### config.mk
export PLATFORM = sky130hd
export DESIGN_NAME = cmp_share_arb
export DESIGN_NICKNAME = d
export VERILOG_FILES = /design/src/rtl/cmp_share_pkg.sv /design/src/rtl/cmp_unit.sv /design/src/rtl/cmp_share_arb.sv
export SDC_FILE = /design/constraint.sdc
export NUM_CORES = 1
export LEC_CHECK = 0
export CORE_MARGIN = 5
export CORE_UTILIZATION = 25
export CTS_CLUSTER_SIZE = 28
export DETAILED_ROUTE_END_ITERATION = 8
export HOLD_SLACK_MARGIN = 0.15
export PLACE_DENSITY = 0.63
export REMOVE_ABC_BUFFERS = 1
export SLEW_MARGIN = 20
export SYNTH_ARGS = -nofsm -noshare
export SYNTH_HDL_FRONTEND = slang
export SYNTH_HIERARCHICAL = 1
export SYNTH_SLANG_ARGS = --single-unit
### constraint.sdc
create_clock -name clk -period 4.41 [get_ports clk]
set_input_delay 0.441 -clock clk [delete_from_list [all_inputs] [get_ports clk]]
set_output_delay 0.441 -clock clk [all_outputs]
set_load 0.01 [all_outputs]
### src/rtl/cmp_share_pkg.sv
// Shared types for the arbitrated set-compare unit: opcode enum, widths and request struct.
package cmp_share_pkg;

    localparam int CMP_OP_W   = 3;
    localparam int CMP_DATA_W = 32;

    typedef enum logic [CMP_OP_W-1:0] {
        CMP_EQ  = 3'd0,
        CMP_NEQ = 3'd1,
        CMP_LT  = 3'd2,
        CMP_LEZ = 3'd3,
        CMP_LTZ = 3'd4,
        CMP_GTZ = 3'd5
    } cmp_op_e;

    // op is kept as raw bits so the illegal codes 6-7 travel through unchanged.
    typedef struct packed {
        logic [CMP_OP_W-1:0]   op;
        logic [CMP_DATA_W-1:0] a;
        logic [CMP_DATA_W-1:0] b;
        logic                  sign;
    } cmp_req_t;

endpackage

### src/rtl/cmp_unit.sv
// Combinational set-compare: produces a 0/1 result with S/Z/V/N flags and an illegal-op flag.
module cmp_unit
    import cmp_share_pkg::*;
#(
    parameter int DATA_W = CMP_DATA_W
) (
    input  logic [CMP_OP_W-1:0] op,
    input  logic [DATA_W-1:0]   a,
    input  logic [DATA_W-1:0]   b,
    input  logic                sign,
    output logic [DATA_W-1:0]   s,
    output logic                z,
    output logic                v,
    output logic                n,
    output logic                err
);

    logic r;

    always_comb begin
        r   = 1'b0;
        err = 1'b0;
        case (op)
            CMP_EQ:  r = (a == b);
            CMP_NEQ: r = (a != b);
            CMP_LT:  r = sign ? ($signed(a) < $signed(b)) : (a < b);
            // Zero compares are always signed and ignore b.
            CMP_LEZ: r = a[DATA_W-1] || (a == '0);
            CMP_LTZ: r = a[DATA_W-1];
            CMP_GTZ: r = !a[DATA_W-1] && (a != '0);
            default: err = 1'b1;
        endcase
    end

    assign s = {{(DATA_W-1){1'b0}}, r};
    assign z = ~r;
    assign v = 1'b0;
    assign n = 1'b0;

endmodule

### src/rtl/cmp_share_arb.sv
// Two-port round-robin front end for one shared cmp_unit with a one-entry response slot.
// Optional per-port saturating grant counters are built when CMP_GRANT_CNT_EN is defined.
module cmp_share_arb
    import cmp_share_pkg::*;
#(
    parameter int DATA_W = CMP_DATA_W,
    parameter int CNT_W  = 16
) (
    input  logic                       clk,
    input  logic                       rst_n,
    input  logic [1:0]                 req_valid,
    output logic [1:0]                 req_ready,
    input  logic [1:0][CMP_OP_W-1:0]   req_op,
    input  logic [1:0][DATA_W-1:0]     req_a,
    input  logic [1:0][DATA_W-1:0]     req_b,
    input  logic [1:0]                 req_sign,
    output logic                       rsp_valid,
    input  logic                       rsp_ready,
    output logic                       rsp_id,
    output logic [DATA_W-1:0]          rsp_s,
    output logic                       rsp_z,
    output logic                       rsp_v,
    output logic                       rsp_n,
    output logic                       rsp_err,
    output logic [CNT_W-1:0]           grant_cnt0,
    output logic [CNT_W-1:0]           grant_cnt1
);

    // Handshake: a transfer happens on a port when valid & ready at the rising edge.
    // Ready goes to at most one port, only when the slot is free; a loser holds its
    // request. The response slot transfers on rsp_valid & rsp_ready and holds otherwise.
    logic        rr_ptr;
    logic        slot_free;
    logic        grant;
    logic        winner;
    cmp_req_t    win;
    logic [DATA_W-1:0] u_s;
    logic        u_z, u_v, u_n, u_err;

    always_comb begin
        slot_free = !rsp_valid || rsp_ready;
        winner    = (req_valid == 2'b11) ? rr_ptr : req_valid[1];
        grant     = rst_n && slot_free && (req_valid != 2'b00);
        req_ready = 2'b00;
        if (grant) req_ready[winner] = 1'b1;
        win.op    = req_op[winner];
        win.a     = req_a[winner];
        win.b     = req_b[winner];
        win.sign  = req_sign[winner];
    end

    cmp_unit #(.DATA_W(DATA_W)) u_cmp (
        .op   (win.op),
        .a    (win.a),
        .b    (win.b),
        .sign (win.sign),
        .s    (u_s),
        .z    (u_z),
        .v    (u_v),
        .n    (u_n),
        .err  (u_err)
    );

    always_ff @(posedge clk or negedge rst_n) begin
        if (!rst_n) begin
            rsp_valid <= 1'b0;
            rsp_id    <= 1'b0;
            rsp_s     <= '0;
            rsp_z     <= 1'b1;
            rsp_v     <= 1'b0;
            rsp_n     <= 1'b0;
            rsp_err   <= 1'b0;
            rr_ptr    <= 1'b0;
        end else if (grant) begin
            // A grant refills the slot even while it drains, keeping rsp_valid high.
            rsp_valid <= 1'b1;
            rsp_id    <= winner;
            rsp_s     <= u_s;
            rsp_z     <= u_z;
            rsp_v     <= u_v;
            rsp_n     <= u_n;
            rsp_err   <= u_err;
            rr_ptr    <= ~winner;
        end else if (rsp_ready) begin
            rsp_valid <= 1'b0;
        end
    end

`ifdef CMP_GRANT_CNT_EN
    always_ff @(posedge clk or negedge rst_n) begin
        if (!rst_n) begin
            grant_cnt0 <= '0;
            grant_cnt1 <= '0;
        end else if (grant) begin
            if (!winner && grant_cnt0 != '1) grant_cnt0 <= grant_cnt0 + 1'b1;
            if (winner && grant_cnt1 != '1)  grant_cnt1 <= grant_cnt1 + 1'b1;
        end
    end
`else
    assign grant_cnt0 = '0;
    assign grant_cnt1 = '0;
`endif

endmodule

; ---- After elaboration in Yosys (flattened, before gate mapping)
; Cells that the tools add are included.
; Widths: inputs -> output; s select.
[op_classes]
order_cmp = 4
eq_ne = 8
mux = 17
bitwise_logic = 2
n_reduce_logical = 14
[op_table]
columns = op, count
row1 = $mux 32, 4
row2 = $lt 32x32->1, 2
row3 = $eq 32x32->1, 1
row4 = $logic_not 32->1, 1
row5 = $ne 32x32->1, 1
row6 = $reduce_bool 32->1, 1
row7 = $mux 1, 8
row8 = $eq 3x2->1 const B, 2
row9 = $eq 3x3->1 const B, 2
row10 = $mux 3, 2
row11 = $pmux 1 s6, 1
row12 = $reduce_or 6->1, 1
row13 = $logic_and 1x1->1, 4
row14 = $reduce_bool 2->1, 2
row15 = $eq 3x1->1 const B, 1
row16 = $logic_not 3->1, 1
row17 = $eq 2x2->1 const B, 1
row18 = $logic_not 1->1, 2
row19 = $logic_or 1x1->1, 2
row20 = $lt 1x2->1 const B, 1
row21 = $mux 2, 1
row22 = $not 1->1, 2
row23 = $demux 1 s1, 1
row24 = $ge 1x1->1 const B, 1
[word_totals]
reg_bits = 6
inputBits = 141
output_inout_bits = 72
elab_cells = 51

; ---- Logic depth before layout (Yosys ltp)
[logic_depth]
word_depth = 8
ltp_mapped = 14
mapped_depth_nobuf = 12

; ---- By module
; The synthesis kept the hierarchy.
[by_module_without_submodules]
columns = module, instances, cells_per_inst, area_each_um2, seq_area_each_um2
row1 = cmp_share_arb, 1, 199, 2556.2, 977.2
row2 = cmp_unit, 1, 176, 1271.2, 0.0

; ---- Least setup slack after synthesis
; OpenSTA, ideal clock, no wires.
[synth_timing]
path_kind = input-to-reg
from = input port req_valid[0]
to = register rsp_s[0]
setup_ns = 0.125
t_arrival_ns = 3.040
required_time_ns = 4.285
setup_slack_ns = 1.246
cell_stages = 13
n_path_buf = 2
path_cell_list = inv_1 o21ai_4 buf_4 mux2_1 ha_1 nand4_2 nor4_2 and4_4 o31ai_1 a31oi_1 o31ai_1 buf_4 mux2_2
[synth_rtl]
columns = item, line_no
row1 = "start, declared", cmp_share_arb.sv:11  ; input logic [1:0] req_valid,
row2 = "end signal, assigned", cmp_share_arb.sv:78  ; rsp_s <= u_s;
row3 = "end, declared", cmp_share_arb.sv:20  ; output logic [DATA_W-1:0] rsp_s,

==> summary.md <==
| Metric | Value |
|---|---|
| Status | complete, no violations |
| Ant diodes | 0 |
| WS Path Type | input pin to flop |
| Die height | 134 um |
| Min Clock Period, post-route | 3.60 ns |
| Final Max Tran Viols | 0 |
| Critical path's largest stage delay | 0.47 ns |
| Number of synthesized flops with an enable pin | 0 |
| Layout cells sized above 1 | 0.216 |
| # IOs | 213 |
| Worst Skew | 0.00419 ns |
| Initial core utilization | 0.254 |
| CTS tree | built |
| Vias in the first global route | 3,322 |
| Cell row count | 45 |
| Post-synthesis compound-gate area fraction | 0.0677 |
| Area Overhead vs Synth | 49.9% |
| Core Area | 15,100 um2 |
| Pwr Total | 1.53 mW |
| Vias/cell | 4.21 |
| Slew @ Worst Pin | 0.520 ns |
| Fin worst setup slack | 0.810 ns |
| Post-CTS Setup Inserts | 0 |
| Total congestion overflow | 0 |
| WL/cell | 14.6 um |
| Register area share after synthesis | 0.255 |
| Main synth FF type | dfrtp_1 |
| Gpl congestion | 0.787 |
| Leakage | 2.49 nW |
| XOR/XNOR Fraction of Synth Area | 0 |
| Syn Inst Count | 375 |
| Clock buffer depth | 2 |
| Final setup viols | 0 |
| Hpwl dp | 9.31 mm |
| Synth Area in Simple Gates | 0.0722 |
| Root Driver | clkbuf_16 |
| Largest net degree at the start of global routing | 49 |
| Global-route wire length before repair | 16.9 mm |
| Routed Antenna Nets | 0 |
| Nets | 727 |
| DRC Markers | 0 |
| Largest family of logic cells by synthesized area | multiplexers |
| RSZ-0062 raised after global routing | no |
| Drt initial violations | 41 |
| H-tree depth | 2 |
| CTS sink cnt | 39 |
| Die width | 134 um |
| CTS resizes | 0 |
| Commonest non-fill, non-tap cell in the layout | clkdlybuf4s50_1 |
| Initial antenna violation count | 0 |
| Total negative slack | 0 ns |
| Setup crit start kind | input pin |
| Hold Path Class | input pin to asynchronous set/reset pin |
| FF+latch count, synth | 39 |
| Global Route Usage Sum | 0.115 |
| Syn. warnings | 6 |
| Synth unique cells | 44 |
| R2R setup slack | 1.12 ns |
| Post-synthesis instance area | 3830 um2 |
| Power density over the cells | 267 nW/um2 |
| Relative slew slack | 0.653 |
| CP arrival | 3.76 ns |
| I/O Buffers | 180 |
| Final hold violation count | 0 |
| Fmax | 278 MHz |
| Post-synthesis adder-cell area fraction | 0.105 |
| Hold_buf cts | 0 |
| CP delay by family, top | buffers and inverters |
| Most frequent cells in the layout | clkdlybuf4s50_1, mux2_2, conb_1 |
| Drt first pass iters | 4 |
| Worst IR Drop VDD | 176 uV |
| Slowest cell on crit path | clkdlybuf4s50_1 |
| Syn_area_per_cell | 10.2 um2 |
| Total of max-cap violations | 0 |
| Multiplexer share of the synthesized area | 0.312 |
| Post-route cell area | 5740 um2 |
| CTS clock-pin slew for the worst setup and hold paths | 0.06 ns |
| Crit path cell chain | clkdlybuf4s50_1, inv_1, o21ai_4, buf_12, mux2_1, ha_1, nand4_2, nor4_2, and4_4, o31ai_1, a31oi_1, o31ai_1, mux2_2 |
| Placed cell area | 5590 um2 |
| Max FO, Critical Path | 48 |
| Via count | 3,125 |
| Fin crit share | 0.816 |
| Die ar. | 17,900 um2 |
| DP Worst Slack | 0.543 ns |
| Crit path capture type | flop |
| Most frequent cell on the critical path | o31ai_1 |
| Critical path buffers and inverters | 3 |
| Final wirelength | 10.9 mm |
| Req. time, crit path | 4.57 ns |
| Cts bufs inserted | 5 |
| Async set-reset flop share out of synthesis | 1.00 |
| Worst-Skew Late Latency | 0.28 ns |
| Post-layout util | 0.380 |
[synthesized netlist by cell type, types with 2 or more instances]
cell type / instances / area, um2
a21o_1: 2 / 15.0
a21oi_2: 2 / 17.5
ha_1: 32 / 400
conb_1: 2 / 7.51
a21oi_1: 12 / 60.1
nand4_1: 6 / 37.5
buf_4: 76 / 571
nor4_1: 8 / 50.1
inv_1: 37 / 139
and4_1: 2 / 17.5
nand2_1: 9 / 33.8
mux2_2: 97 / 1090
o31ai_1: 2 / 15.0
nor2b_1: 2 / 12.5
mux2_1: 8 / 90.1
nor3_1: 2 / 10.0
o21ai_0: 4 / 20.0
dfrtp_1: 38 / 951
o41ai_1: 2 / 17.5
a21boi_0: 2 / 15.0
and2_1: 2 / 12.5
a31oi_1: 2 / 12.5
nand3_1: 5 / 25.0
[path summary, 6_finish.rpt]
kind,startpoint,endpoint,cells after the start
setup reg to reg,rr_ptr,rsp_s[0],11
hold reg to reg,rsp_s[3],rsp_s[3],1
setup / recovery,req_valid[0],rsp_s[0],13
min in group clk,rsp_s[3],rsp_s[3],1
hold / removal,rst_n,rsp_s[28],2
max in group asynchronous,rst_n,rsp_z,2
[report_power, final]
group,leakage [nW],switching [mW],internal (mW)
logic,1.96,0.282,0.419
clock network,0.0741,0.136,0.226
registers,0.457,0.0400,0.429
total,2.49,0.458,1.07
[stage by stage]
step                      hold WS [ns]  std cells
after floorplan                  0.145        361
after global placement           0.472        735
after detailed placement         0.487        735
after CTS                        0.309        743
after global routing             0.346        743
final                            0.302        743
[logic make-up (layout without fill, tap and decap cells)]
group,after synthesis,count (layout)
other,2,65
flip-flops,39,39
AO/OA/AOI/OAI,37,37
buffers and inverters,114,231
adder cells (fa/ha/maj),32,32
AND/OR/NAND/NOR,45,45
multiplexers,106,106
[registers in the layout, indices dropped and copies added, names as in the netlist]
signal and cells:
rr_ptr 1, rsp_err 1, rsp_id 1, rsp_n 1
rsp_s 32, rsp_v 1, rsp_valid 1, rsp_z 1
[cell type report]
cell class              count  area (um2)
repair buffers            186        1850
fillers                  1511        9350
clock buffers               7         143
clock inverters             1        8.76
inverters                  37         139
multi-input cells         285        2380
well taps                 188         235
flip-flops and latches     39         977
[per-layer routing]
layer / global-route usage / routed length [um] / up-vias / share of wire
met4: 0.0149 / 60 / 0 / 0.0055
met3: 0.0332 / 871 / 4 / 0.080
li1: - / - / 1551 / -
met2: 0.208 / 5460 / 121 / 0.50
met5: 0 / 0 / - / 0
met1: 0.140 / 4490 / 1449 / 0.41
[worst reg2reg max path: cells and delay by family (launching register included)]
family	cells	cell delay (ns)
adders and majority gates	1	0.36
DFF	1	0.41
buffers and inverters	1	0.26
and+or+nand+nor	3	0.80
AOI/OAI and AO/OA	4	0.63
muxes	2	0.73
(Power assumes the default switching activity.)
